--- src/rtl/laser_target_controller.sv ---
// Laser arcade game core: LFSR target pick, filtered LDR hit detection, per-game hit/miss tally.
// Start-to-busy 4 clk, sensor-to-sample 2 clk; timers, run filter and FSM advance only on tick.
module laser_target_controller #(
  parameter int          N_TGT      = 7,
  parameter int          ROUNDS     = 10,
  parameter int          TGT_TICKS  = 50000,
  parameter int          GAP_TICKS  = 1000,
  parameter int          OVER_TICKS = 50000,
  parameter int          HIT_TICKS  = 4,
  parameter logic [7:0]  SEED       = 8'hA5,
  localparam int         SW         = $clog2(ROUNDS + 1)
) (
  input  logic             clk,
  input  logic             rst,
  input  logic             tick,
  input  logic             start_btn,
  input  logic [N_TGT-1:0] ldr_sensors,
  output logic [N_TGT-1:0] leds_r,
  output logic [SW-1:0]    score,
  output logic [SW-1:0]    misses,
  output logic             hit_pulse,
  output logic             busy,
  output logic             game_over
);

  localparam int         IW        = $clog2(N_TGT);
  localparam int         MAXT_A    = (TGT_TICKS > GAP_TICKS) ? TGT_TICKS : GAP_TICKS;
  localparam int         MAXT      = (MAXT_A > OVER_TICKS) ? MAXT_A : OVER_TICKS;
  localparam int         TW        = $clog2(MAXT + 1);
  localparam logic [7:0] LFSR_INIT = (SEED == 8'h00) ? 8'h01 : SEED;

  typedef enum logic [1:0] {S_IDLE, S_GAP, S_ACTIVE, S_OVER} state_t;

  state_t           state_q, state_d;
  logic [TW-1:0]    timer_q, timer_d;
  logic [3:0]       run_q, run_d;
  logic [SW-1:0]    round_q, round_d;
  logic [SW-1:0]    score_q, score_d;
  logic [SW-1:0]    misses_q, misses_d;
  logic [IW-1:0]    tgt_q, tgt_d;
  logic             hit_pulse_q, hit_pulse_d;
  logic [7:0]       lfsr_q, lfsr_d;
  logic [2:0]       start_sync_q;
  logic             start_edge_q;
  logic [N_TGT-1:0] ldr_s1_q, ldr_s2_q;

  logic [IW-1:0]    cand, pick;
  logic             dark, round_done;

  // LFSR runs every clk so the chosen target depends on when the player pressed start
  assign lfsr_d = {1'b0, lfsr_q[7:1]} ^ (lfsr_q[0] ? 8'hB8 : 8'h00);
  assign cand   = IW'(32'(lfsr_q) % N_TGT);
  assign pick   = (cand != tgt_q) ? cand :
                  (cand == IW'(N_TGT - 1)) ? '0 : cand + IW'(1);

  always_ff @(posedge clk or posedge rst) begin
    if (rst) begin
      start_sync_q <= '0;
      start_edge_q <= 1'b0;
      ldr_s1_q     <= '1;
      ldr_s2_q     <= '1;
      lfsr_q       <= LFSR_INIT;
    end else begin
      start_sync_q <= {start_sync_q[1:0], start_btn};
      start_edge_q <= start_sync_q[1] & ~start_sync_q[2];
      ldr_s1_q     <= ldr_sensors;
      ldr_s2_q     <= ldr_s1_q;
      lfsr_q       <= lfsr_d;
    end
  end

  always_ff @(posedge clk or posedge rst) begin
    if (rst) begin
      state_q     <= S_IDLE;
      timer_q     <= '0;
      run_q       <= '0;
      round_q     <= '0;
      score_q     <= '0;
      misses_q    <= '0;
      tgt_q       <= IW'(N_TGT - 1);
      hit_pulse_q <= 1'b0;
    end else begin
      state_q     <= state_d;
      timer_q     <= timer_d;
      run_q       <= run_d;
      round_q     <= round_d;
      score_q     <= score_d;
      misses_q    <= misses_d;
      tgt_q       <= tgt_d;
      hit_pulse_q <= hit_pulse_d;
    end
  end

  always_comb begin
    state_d     = state_q;
    timer_d     = timer_q;
    run_d       = run_q;
    round_d     = round_q;
    score_d     = score_q;
    misses_d    = misses_q;
    tgt_d       = tgt_q;
    hit_pulse_d = 1'b0;
    dark        = ~ldr_s2_q[tgt_q];
    round_done  = 1'b0;
    case (state_q)
      S_IDLE: begin
        if (start_edge_q) begin
          score_d  = '0;
          misses_d = '0;
          round_d  = '0;
          timer_d  = TW'(GAP_TICKS - 1);
          state_d  = S_GAP;
        end
      end
      S_GAP: begin
        if (tick) begin
          if (timer_q == '0) begin
            tgt_d   = pick;
            run_d   = '0;
            timer_d = TW'(TGT_TICKS - 1);
            state_d = S_ACTIVE;
          end else begin
            timer_d = timer_q - TW'(1);
          end
        end
      end
      S_ACTIVE: begin
        if (tick) begin
          // A hit on the expiring tick takes priority over the miss
          if (dark && run_q == 4'(HIT_TICKS - 1)) begin
            score_d     = score_q + SW'(1);
            hit_pulse_d = 1'b1;
            round_done  = 1'b1;
          end else if (timer_q == '0) begin
            misses_d   = misses_q + SW'(1);
            round_done = 1'b1;
          end else begin
            timer_d = timer_q - TW'(1);
            run_d   = dark ? run_q + 4'd1 : 4'd0;
          end
          if (round_done) begin
            round_d = round_q + SW'(1);
            if ({1'b0, round_q} + (SW + 1)'(1) == (SW + 1)'(ROUNDS)) begin
              timer_d = TW'(OVER_TICKS - 1);
              state_d = S_OVER;
            end else begin
              timer_d = TW'(GAP_TICKS - 1);
              state_d = S_GAP;
            end
          end
        end
      end
      S_OVER: begin
        if (tick) begin
          if (timer_q == '0) state_d = S_IDLE;
          else               timer_d = timer_q - TW'(1);
        end
      end
      default: state_d = S_IDLE;
    endcase
  end

  always_comb begin
    leds_r = '1;
    case (state_q)
      S_GAP:    leds_r = '0;
      S_ACTIVE: begin
        leds_r        = '0;
        leds_r[tgt_q] = 1'b1;
      end
      default:  leds_r = '1;
    endcase
  end

  assign score     = score_q;
  assign misses    = misses_q;
  assign hit_pulse = hit_pulse_q;
  assign busy      = (state_q == S_GAP) || (state_q == S_ACTIVE);
  assign game_over = (state_q == S_OVER);

endmodule

--- config.mk ---
export PLATFORM = sky130hd
export DESIGN_NAME = laser_target_controller
export DESIGN_NICKNAME = d
export VERILOG_FILES = /design/src/rtl/laser_target_controller.sv
export SDC_FILE = /design/constraint.sdc
export NUM_CORES = 1
export LEC_CHECK = 0
export CAP_MARGIN = 5
export CORE_MARGIN = 4
export CORE_UTILIZATION = 59
export DETAILED_ROUTE_END_ITERATION = 10
export PLACE_DENSITY = 0.8
export SYNTH_ARGS = -nofsm -noshare
export SYNTH_HDL_FRONTEND = slang
export SYNTH_SLANG_ARGS = --single-unit
--- constraint.sdc ---
create_clock -name clk -period 6.25 [get_ports clk]
set_clock_uncertainty 0.2 [all_clocks]
set_input_delay 1.25 -clock clk [delete_from_list [all_inputs] [get_ports clk]]
set_output_delay 1.25 -clock clk [all_outputs]
set_load 0.02 [all_outputs]
# --- Word-level counts from Yosys, hierarchy flattened ---
# Cells that the tools add are included.
totals:
  regBits: 64
  input_bits: 11
  output_inout_bits: 18
  word_cells: 112
op_classes:
  n_addsub: 7
  div_mod_pow: 1
  order_cmp: 2
  n_eq_ne: 19
  n_mux: 52
  n_bitwise: 4
  n_reduce_logical: 14
ops:
  columns: ["operator", "n"]
  rows:
  - ["16-bit 2-to-1 mux", 9]
  - ["16-bit case mux with 4 select lines", 1]
  - ["4-bit 2-to-1 mux", 14]
  - ["8-bit by 3-bit remainder unit with 32-bit output (second input constant)", 1]
  - ["4-bit case mux with 2 select lines", 4]
  - ["2-bit != test (second input constant)", 9]
  - ["4-bit by 1-bit adder with 4-bit output (second input constant)", 4]
  - ["16-bit zero test", 1]
  - ["2-bit 2-to-1 mux", 8]
  - ["16-bit by 1-bit subtractor with 16-bit output (second input constant)", 1]
  - ["7-bit case mux with 2 select lines", 1]
  - ["5-bit AND reduction", 2]
  - ["1-bit 2-to-1 mux", 9]
  - ["8-bit 2-to-1 mux", 1]
  - ["2-bit case mux with 4 select lines", 1]
  - ["4-bit AND reduction", 2]
  - ["7-bit by 8-bit XOR with 8-bit output", 1]
  - ["7-bit AND reduction", 1]
  - ["3-bit 2-to-1 mux", 2]
  - ["6-bit AND reduction", 1]
  - ["4-bit by 1-bit adder with 5-bit output (second input constant)", 1]
  - ["5-bit by 4-bit equality test with 1-bit output (second input constant)", 1]
  - ["2-bit equality test (second input constant)", 2]
  - ["4-bit by 2-bit equality test with 1-bit output (second input constant)", 1]
  - ["17 further kinds", 21]

# --- Depth between registers and ports, before layout ---
depth:
  depth_word: 10
  mapped_depth: 27
  mapped_depth_nobuf: 24

# --- Worst setup path before layout ---
# Ideal clock, no wire load.
synth_timing:
  kind: "reg2reg"
  from: "reg lfsr_q[5]"
  to: "reg tgt_q[1]"
  setup_time_ns: 0.082
  t_arrival_ns: 4.792
  t_required_ns: 5.968
  setup_slack_ns: 1.177
  stages_incl_launch_ff: 28
  path_buffers: 3
  synth_period_minus_slack_ns: 5.073
  path_cell_list: "dfstp_2 > buf_4 > buf_2 > nand2_1 > inv_1 > ha_1 > buf_2 > nand4_2 > and3_4 > or2_0 > a2111o_1 > nand2_1 > ha_1 > inv_1 > nor3_1 > o31ai_1 > o211ai_2 > a21oi_2 > mux2i_1 > inv_1 > ha_1 > inv_1 > o2111ai_1 > nand2b_1 > a31oi_1 > nor3_2 > o21a_1 > o31a_1"
synth_via:
  elab_chain_len: 4
  word_cells_on_any_way: 6
  classes_between: "1 x add/sub; 1 x div; 2 x eq/ne; 2 x mux"
synth_lines:
  columns: ["element", "line_no", "rtl"]
  rows:
  - ["from (decl)", "42", "logic [7:0] lfsr_q, lfsr_d;"]
  - ["from (signal assigned)", "68", "lfsr_q <= lfsr_d;"]
  - ["8-bit by 3-bit remainder unit with 32-bit output (*)", "52", "assign cand = IW'(32'(lfsr_q) % N_TGT);"]
  - ["3-bit by 1-bit adder with 3-bit output or 3-bit equality test (tied branches)", "54", "(cand == IW'(N_TGT - 1)) ? '0 : cand + IW'(1);"]
  - ["3-bit 2-to-1 mux", "54", null]
  - ["3-bit 2-to-1 mux (*)", "53", "assign pick = (cand != tgt_q) ? cand :"]
  - ["to (signal assigned)", "80", "tgt_q <= IW'(N_TGT - 1);"]
  - ["to (signal assigned)", "89", "tgt_q <= tgt_d;"]
  - ["to (decl)", "40", "logic [IW-1:0] tgt_q, tgt_d;"]
# Mark *: on every way between the ends. The rest lies on a longest branch, timed or not.
# A chain may end at the register's enable or synchronous reset.

# --- Final worst setup path ---
# Same ends and word-level chain as after synthesis.

==> results.json <==
{
  "nets": 491,
  "grt_pass1_wl_mm": 14.3,
  "numCtsBuffers": 9,
  "synthArstFlopShare": 1.00,
  "regToRegEndpoint": "tgt_q[1]",
  "tns_ns": 0,
  "critPathMaxStageDelay_ns": 0.73,
  "arrival_ns": 5.71,
  "cts_max_level": 3,
  "grt_overflow": 0,
  "clockPowerShare": 0.209,
  "cts_tree": "done",
  "core.rowCount": 30,
  "postCtsSetupBuffers": 0,
  "netlist_top_cells_area": "dfrtp_1 27%, dfstp_2 13%, o21ai_0 5.1%",
  "tightest_slew_ns": 0.926,
  "ys_warn_count": 0,
  "required_ns": 6.32,
  "ys_types": 77,
  "cts.sinks": 64,
  "rr_worst_depth": 24,
  "status": "finished clean",
  "initial_core_util": 0.604,
  "syn_area_um2": 4080,
  "p_leak_nw": 1.89,
  "worstHoldPathType": "flop to flop",
  "drv_cap": 0,
  "die_h_um": 91.2,
  "gp_congestion": 0.880,
  "swShare": 0.408,
  "grt_usage": 0.207,
  "cts_buffer_depth": 2,
  "p_sw_mw": 0.664,
  "yosysTopAreaCell": "dfrtp_1",
  "cellPowerDensity_nw_per_um2": 357,
  "num_vias": 3428,
  "crit_top_cell": "inv_1",
  "path_max_fanout": 19,
  "critPathLaunchType": "flop",
  "clkTransAtPathRegs_ns": 0.06,
  "syn_nets": 470,
  "max_freq_mhz": 177,
  "seq_area_frac_synth": 0.398,
  "synth_seq_cells": 64,
  "drive_gt1_frac": 0.134,
  "viasPerCell": 6.23,
  "worstHoldEndpoint": "ldr_s2_q[1]",
  "cp-end-kind": "flop",
  "synth_area_per_cell_um2": 9.20,
  "worstHoldStart": "ldr_s1_q[1]",
  "syn_inst": 444,
  "hold_viol": 0,
  "finalSetupViolations": 0,
  "reg2reg_from": "lfsr_q[5]",
  "slowest_stage": "dfstp_2",
  "drt-total-wl_mm": 8.30,
  "dpl_cell_area_um2": 4380,
  "ir_worst_vdd_mv": 0.326,
  "ant_nets": 0,
  "ctsHoldBuffers": 0,
  "cts.repair.resized": 0,
  "finalInstanceArea_um2": 4570,
  "die-area_um2": 8320,
  "internal_power_mw": 0.964,
  "diodes": 0,
  "synth_edf_count": 0,
  "path_class": "flop to flop",
  "hold_depth": 0,
  "synth.top_cell.area_share": 0.270,
  "slew_viol_final": 0,
  "post-synth-top-count-cell": "nand2_1",
  "post-route-min-period_ns": 5.64,
  "grt_pass1_vias": 3115,
  "rsz0062_at_grt": "false",
  "relSlewSlack": 0.377,
  "root_buffer": "clkbuf_8",
  "ios": 29,
  "seqPwrFrac": 0.334,
  "final.period_utilization": 0.903,
  "drt_iter0_markers": 173,
  "route.detailed.drc": 0,
  "synth_common_cells": "45 x nand2_1, 44 x dfrtp_1, 42 x o21ai_0, 28 x nor2_1, 23 x a21oi_1",
  "chipWidth_um": 91.2,
  "grt_antenna_before_repair": 0,
  "synthToLayoutAreaGrowth_pct": 11.8,
  "clkLatencyLatePin_ns": 0.35,
  "reg2reg_slack_ns": 0.61,
  "grt_max_degree": 65,
  "dp_hpwl_mm": 5.99,
  "dominantRegCellSynth": "dfrtp_1",
  "core_um2": 6760,
  "dr.pass1.iters": 6,
  "post_drt_wl_per_cell_um": 15.1,
  "path_cells": "nand2_1, inv_1, ha_1, nand4_2, and3_4, or2_0, a2111o_1, nand2_1, ha_1, inv_1, nor3_1, o31ai_1, o211ai_2, a21oi_2, mux2i_1, inv_1, ha_1, inv_1, o2111ai_1, nand2b_1, a31oi_1, nor3_2, o21a_1, o31a_1",
  "p_comb_frac": 0.457,
  "io_buffers": 28
}
==> power by group through the flow <==
stage / Sequential (mW) / Combinational [mW] / Clock, mW
3_3_place_gp: 0.546 / 0.716 / 0
5_1_grt: 0.555 / 0.831 / 0.368
3_5_place_dp: 0.549 / 0.742 / 0
2_1_floorplan: 0.538 / 0.519 / 0
4_1_cts: 0.542 / 0.743 / 0.344
6_report: 0.544 / 0.744 / 0.340
==> cell families after synthesis <==
logic type               share of synthesized area
flip-flops                                   0.398
XOR/XNOR                                    0.0343
AO/OA/AOI/OAI                                0.250
AND/OR/NAND/NOR                              0.201
buffers and inverters                       0.0386
multiplexers                                0.0316
adder cells (fa/ha/maj)                     0.0460
==> metrics by stage <==
stage                util  instances  power, mW  hold WS, ns  worst slack, ns
floorplan               -        444       1.06        0.131             1.18
global placement    0.648        534       1.26        0.137            0.913
detailed placement  0.648        534       1.29        0.147            0.695
CTS                 0.676        550       1.63        0.157            0.662
global route        0.676        550       1.75        0.158            0.239
finish              0.676        550       1.63        0.156            0.606
==> state kept, by name, indices dropped and copies added, names as in the netlist <==
signal        flops
start_edge_q      1
ldr_s1_q          7
misses            4
run_q             4
score             4
round_q           4
start_sync_q      3
state_q           2
hit_pulse         1
tgt_q             3
lfsr_q            8
ldr_s2_q          7
timer_q          16
==> worst max path at each step <==
stage | start | end | slack, ns | cells past startpoint
after CTS | lfsr_q[5] | tgt_q[1] | 0.66 | 24
after global routing | lfsr_q[5] | tgt_q[1] | 0.24 | 24
after floorplan | lfsr_q[5] | tgt_q[1] | 1.18 | 27
final | lfsr_q[5] | tgt_q[1] | 0.61 | 24
after detailed placement | lfsr_q[5] | tgt_q[1] | 0.70 | 24
after global placement | lfsr_q[5] | tgt_q[1] | 0.91 | 24
==> cells in the final DEF, fill, tap and decap left out, types with 5 or more instances in the layout <==
cell type	n
o31ai_1	9
and2_1	5
mux2i_1	8
dfrtp_1	44
xor2_1	11
nand2_1	45
inv_1	16
nand3_1	14
nand4_1	6
and3_1	7
dfstp_2	20
o21ai_1	6
nor3_1	6
nor3b_1	7
clkdlybuf4s50_1	28
a21oi_1	23
ha_1	15
o21ai_0	42
clkbuf_8	9
or2_2	7
nor2_1	28
nand2b_1	13
a21o_1	5
o21a_1	7
xnor2_1	5
==> critical path: cells and delay by family, from the launching register on <==
kind | cells | cell delay [ns]
AOI/OAI and AO/OA | 8 | 1.74
buffers and inverters | 4 | 0.42
muxes | 1 | 0.31
DFF | 1 | 0.73
adders and majority gates | 3 | 0.84
and+or+nand+nor | 8 | 1.34
==> final cells by class <==
cell class / instances / area (µm²)
well taps: 80 / 100
clock buffers: 10 / 128
inverters: 17 / 63.8
clock inverters: 6 / 60.1
fillers: 533 / 2190
flip-flops and latches: 64 / 1630
multi-input cells: 344 / 2300
repair buffers: 29 / 288
==> routing by layer <==
layer | routed length, µm | vias up | GRT usage
li1 | - | 1668 | -
met1 | 3900 | 1667 | 0.288
met2 | 3960 | 83 | 0.329
met3 | 369 | 10 | 0.0365
met4 | 77 | 0 | 0.0691
met5 | 0 | - | 0
Note: power is estimated with default switching activity, not from simulation.
==> RTL edit (same settings) <==
Register the outputs `busy` and `game_over`, cleared by the reset; this adds one clock of latency there. The other outputs are not delayed to match.
--- a/src/rtl/laser_target_controller.sv
+++ b/src/rtl/laser_target_controller.sv
@@ -175,8 +175,15 @@
   assign score     = score_q;
   assign misses    = misses_q;
   assign hit_pulse = hit_pulse_q;
-  assign busy      = (state_q == S_GAP) || (state_q == S_ACTIVE);
-  assign game_over = (state_q == S_OVER);
+  always_ff @(posedge clk or posedge rst) begin
+    if (rst) begin
+      busy      <= '0;
+      game_over <= '0;
+    end else begin
+      busy      <= (state_q == S_GAP) || (state_q == S_ACTIVE);
+      game_over <= (state_q == S_OVER);
+    end
+  end
 
 endmodule
 
Behaviour: not the same (a bounded check fails within 10 cycles, from zero or initial values and one cycle with rst high).
==> RTL edit against the original RTL <==
  * Sequential cell count up 2
  * Design area up 2.7%
  * Worst hold slack worse by 0.0021 ns
  * Cell count up 5.8%
  * Power up 3.2%
  * Wire length up 13%
  * Worst setup slack better by 0.0033 ns
  * Area after synthesis up 1.9%
  * Largest cell class unchanged
  * Highest routed layer unchanged
==> RTL edit: results (changes against the original RTL) <==
The flow ran to the end, and the final reports show no timing, DRC or antenna violations. The wire length of the first global-routing pass was 16300 µm (was 14300 µm); the adder and majority gate portion of the synthesized area was 4.51% (was 4.60%). The arrival time of data at the critical path endpoint is 5.70 ns (was 5.71 ns), and the buffer count from post-CTS setup fixing is 0 (unchanged).

The number of standard cells in the layout, taps in and fillers out came out at 582 (was 550). The top fanout value on the critical path was 15 (was 19); the share of synthesized area occupied by flip-flops and latches was 40.3% (was 39.8%). Xor-xnor portion of the synthesized cell area: 2.53% (was 3.43%).

The distinct cell type count of the synthesized netlist was 74 (was 77); the worst setup slack before clock tree synthesis was 0.687 ns (was 0.695 ns). The largest stage delay on the critical path is 0.69 ns (was 0.73 ns), and the count of cells along the worst register-to-register path is 23 (was 24). The final routed wire length divided by cell count is 16.2 µm (was 15.1 µm), and the placed cell area is 0.00449 mm² (was 0.00438 mm²). The maximum VDD drop was 0.233 mV (was 0.326 mV); the number of global-route vias before repair was 3525 (was 3115).

The total via count in the routed design came out at 3721 (was 3428). The placed wire-length estimate after detailed placement is 6480 µm (was 5990 µm), and the number of nets in the layout is 507 (was 491). Synth top cells by count: sky130_fd_sc_hd__dfrtp_1 (46), sky130_fd_sc_hd__nand2_1 (42), sky130_fd_sc_hd__o21ai_0 (40) (was sky130_fd_sc_hd__nand2_1 (45), sky130_fd_sc_hd__dfrtp_1 (44), sky130_fd_sc_hd__o21ai_0 (42)). The run gives 0.896 (was 0.880) as the global placement routability congestion. Mean instance size in the synthesized netlist: 9.04 µm² (was 9.20 µm²).

The post-synth net total was 486 (was 470); the multiplexer share of the synthesized area was 2.26% (was 3.16%). The tools report the relative slew slack as 22.4% (was 37.7%). The post-synthesis compound-gate area fraction works out to 25.2% (was 25.0%). Total track usage: 23.7% (was 20.7%). Worst min-delay path category: reg -> reg (unchanged).

The number of placed instances with taps included was 566 (was 534). Leakage power of the design: 1.92 nW (was 1.89 nW). The maximum number of pins on one net before global-route repair was 67 (was 65); the count of TritonRoute iterations in the first routing pass was 5 (was 6).

Main area contributors after synthesis: sky130_fd_sc_hd__dfrtp_1 (28%), sky130_fd_sc_hd__dfstp_2 (13%), sky130_fd_sc_hd__o21ai_0 (4.8%) (was sky130_fd_sc_hd__dfrtp_1 (27%), sky130_fd_sc_hd__dfstp_2 (13%), sky130_fd_sc_hd__o21ai_0 (5.1%)). The fraction of layout instances using a drive strength above 1 is 12.6% (was 13.4%), and the number of DRC markers after the initial detailed-route iteration is 229 (was 173).
## RTL edit: changes by cell type after synthesis, sizes merged, moves of 4 or more
cell	delta
nand4	-4
a22o	+5
a31oi	+7
xor2	-4
and2	-4
nor2	+6
or3	+6
a21o	-4
nor3b	-4
nor3	+5
o21a	-4
## RTL edit: path summary, 6_finish.rpt
path | start | to | slack, ns
max | lfsr_q[5]$_DFF_PP1_ | tgt_q[0]$_DFFE_PP0P_ | 0.61
min | ldr_s1_q[1]$_DFF_PP1_ | ldr_s2_q[1]$_DFF_PP1_ | 0.15
max reg2reg | lfsr_q[5]$_DFF_PP1_ | tgt_q[0]$_DFFE_PP0P_ | 0.61
min reg2reg | ldr_s1_q[1]$_DFF_PP1_ | ldr_s2_q[1]$_DFF_PP1_ | 0.15
max in group asynchronous | rst | lfsr_q[6]$_DFF_PP0_ | 3.99
min in group asynchronous | rst | score[3]$_DFFE_PP0P_ | 1.26
## RTL edit: worst reg2reg max path: cells and delay by family (launching register included)
kind	cells	cell delay (ns)
and+or+nand+nor	4	0.47
adders and majority gates	3	0.79
DFF	1	0.69
muxes	2	0.72
xor gates and xnor gates	1	0.13
AOI/OAI and AO/OA	10	2.30
buffers and inverters	3	0.27
## RTL edit: routing by layer
metal / wire length, µm / GRT usage [%] / vias to the layer above
met1: 4400 / 33.2 / 1824
met4: 191 / 9.78 / 0
met3: 473 / 4.18 / 17
li1: - / - / 1753
met5: 0 / 0 / -
met2: 4340 / 36.2 / 127
## RTL edit: power by group
part | switching (mW) | internal [mW]
Clock | 0.165 | 0.195
Combinational | 0.476 | 0.288
Sequential | 0.0611 | 0.494
Total | 0.702 | 0.977
## RTL edit: area by class of cell
| type | count | area (µm²) |
|---|---|---|
| clock inverter | 4 | 51.3 |
| multi-input combinational | 354 | 2320 |
| clock buffer | 12 | 145 |
| timing repair buffer | 30 | 295 |
| tap | 96 | 120 |
| sequential | 66 | 1680 |
| inverter | 20 | 77.6 |
| fill | 571 | 2140 |
## RTL edit: logic make-up after synthesis
logic type      count (synthesis)
simple gates                  165
compound gates                154
flops                          66
buf+inv                        40
fa+ha+maj                      15
xor+xnor                       12
mux                             8
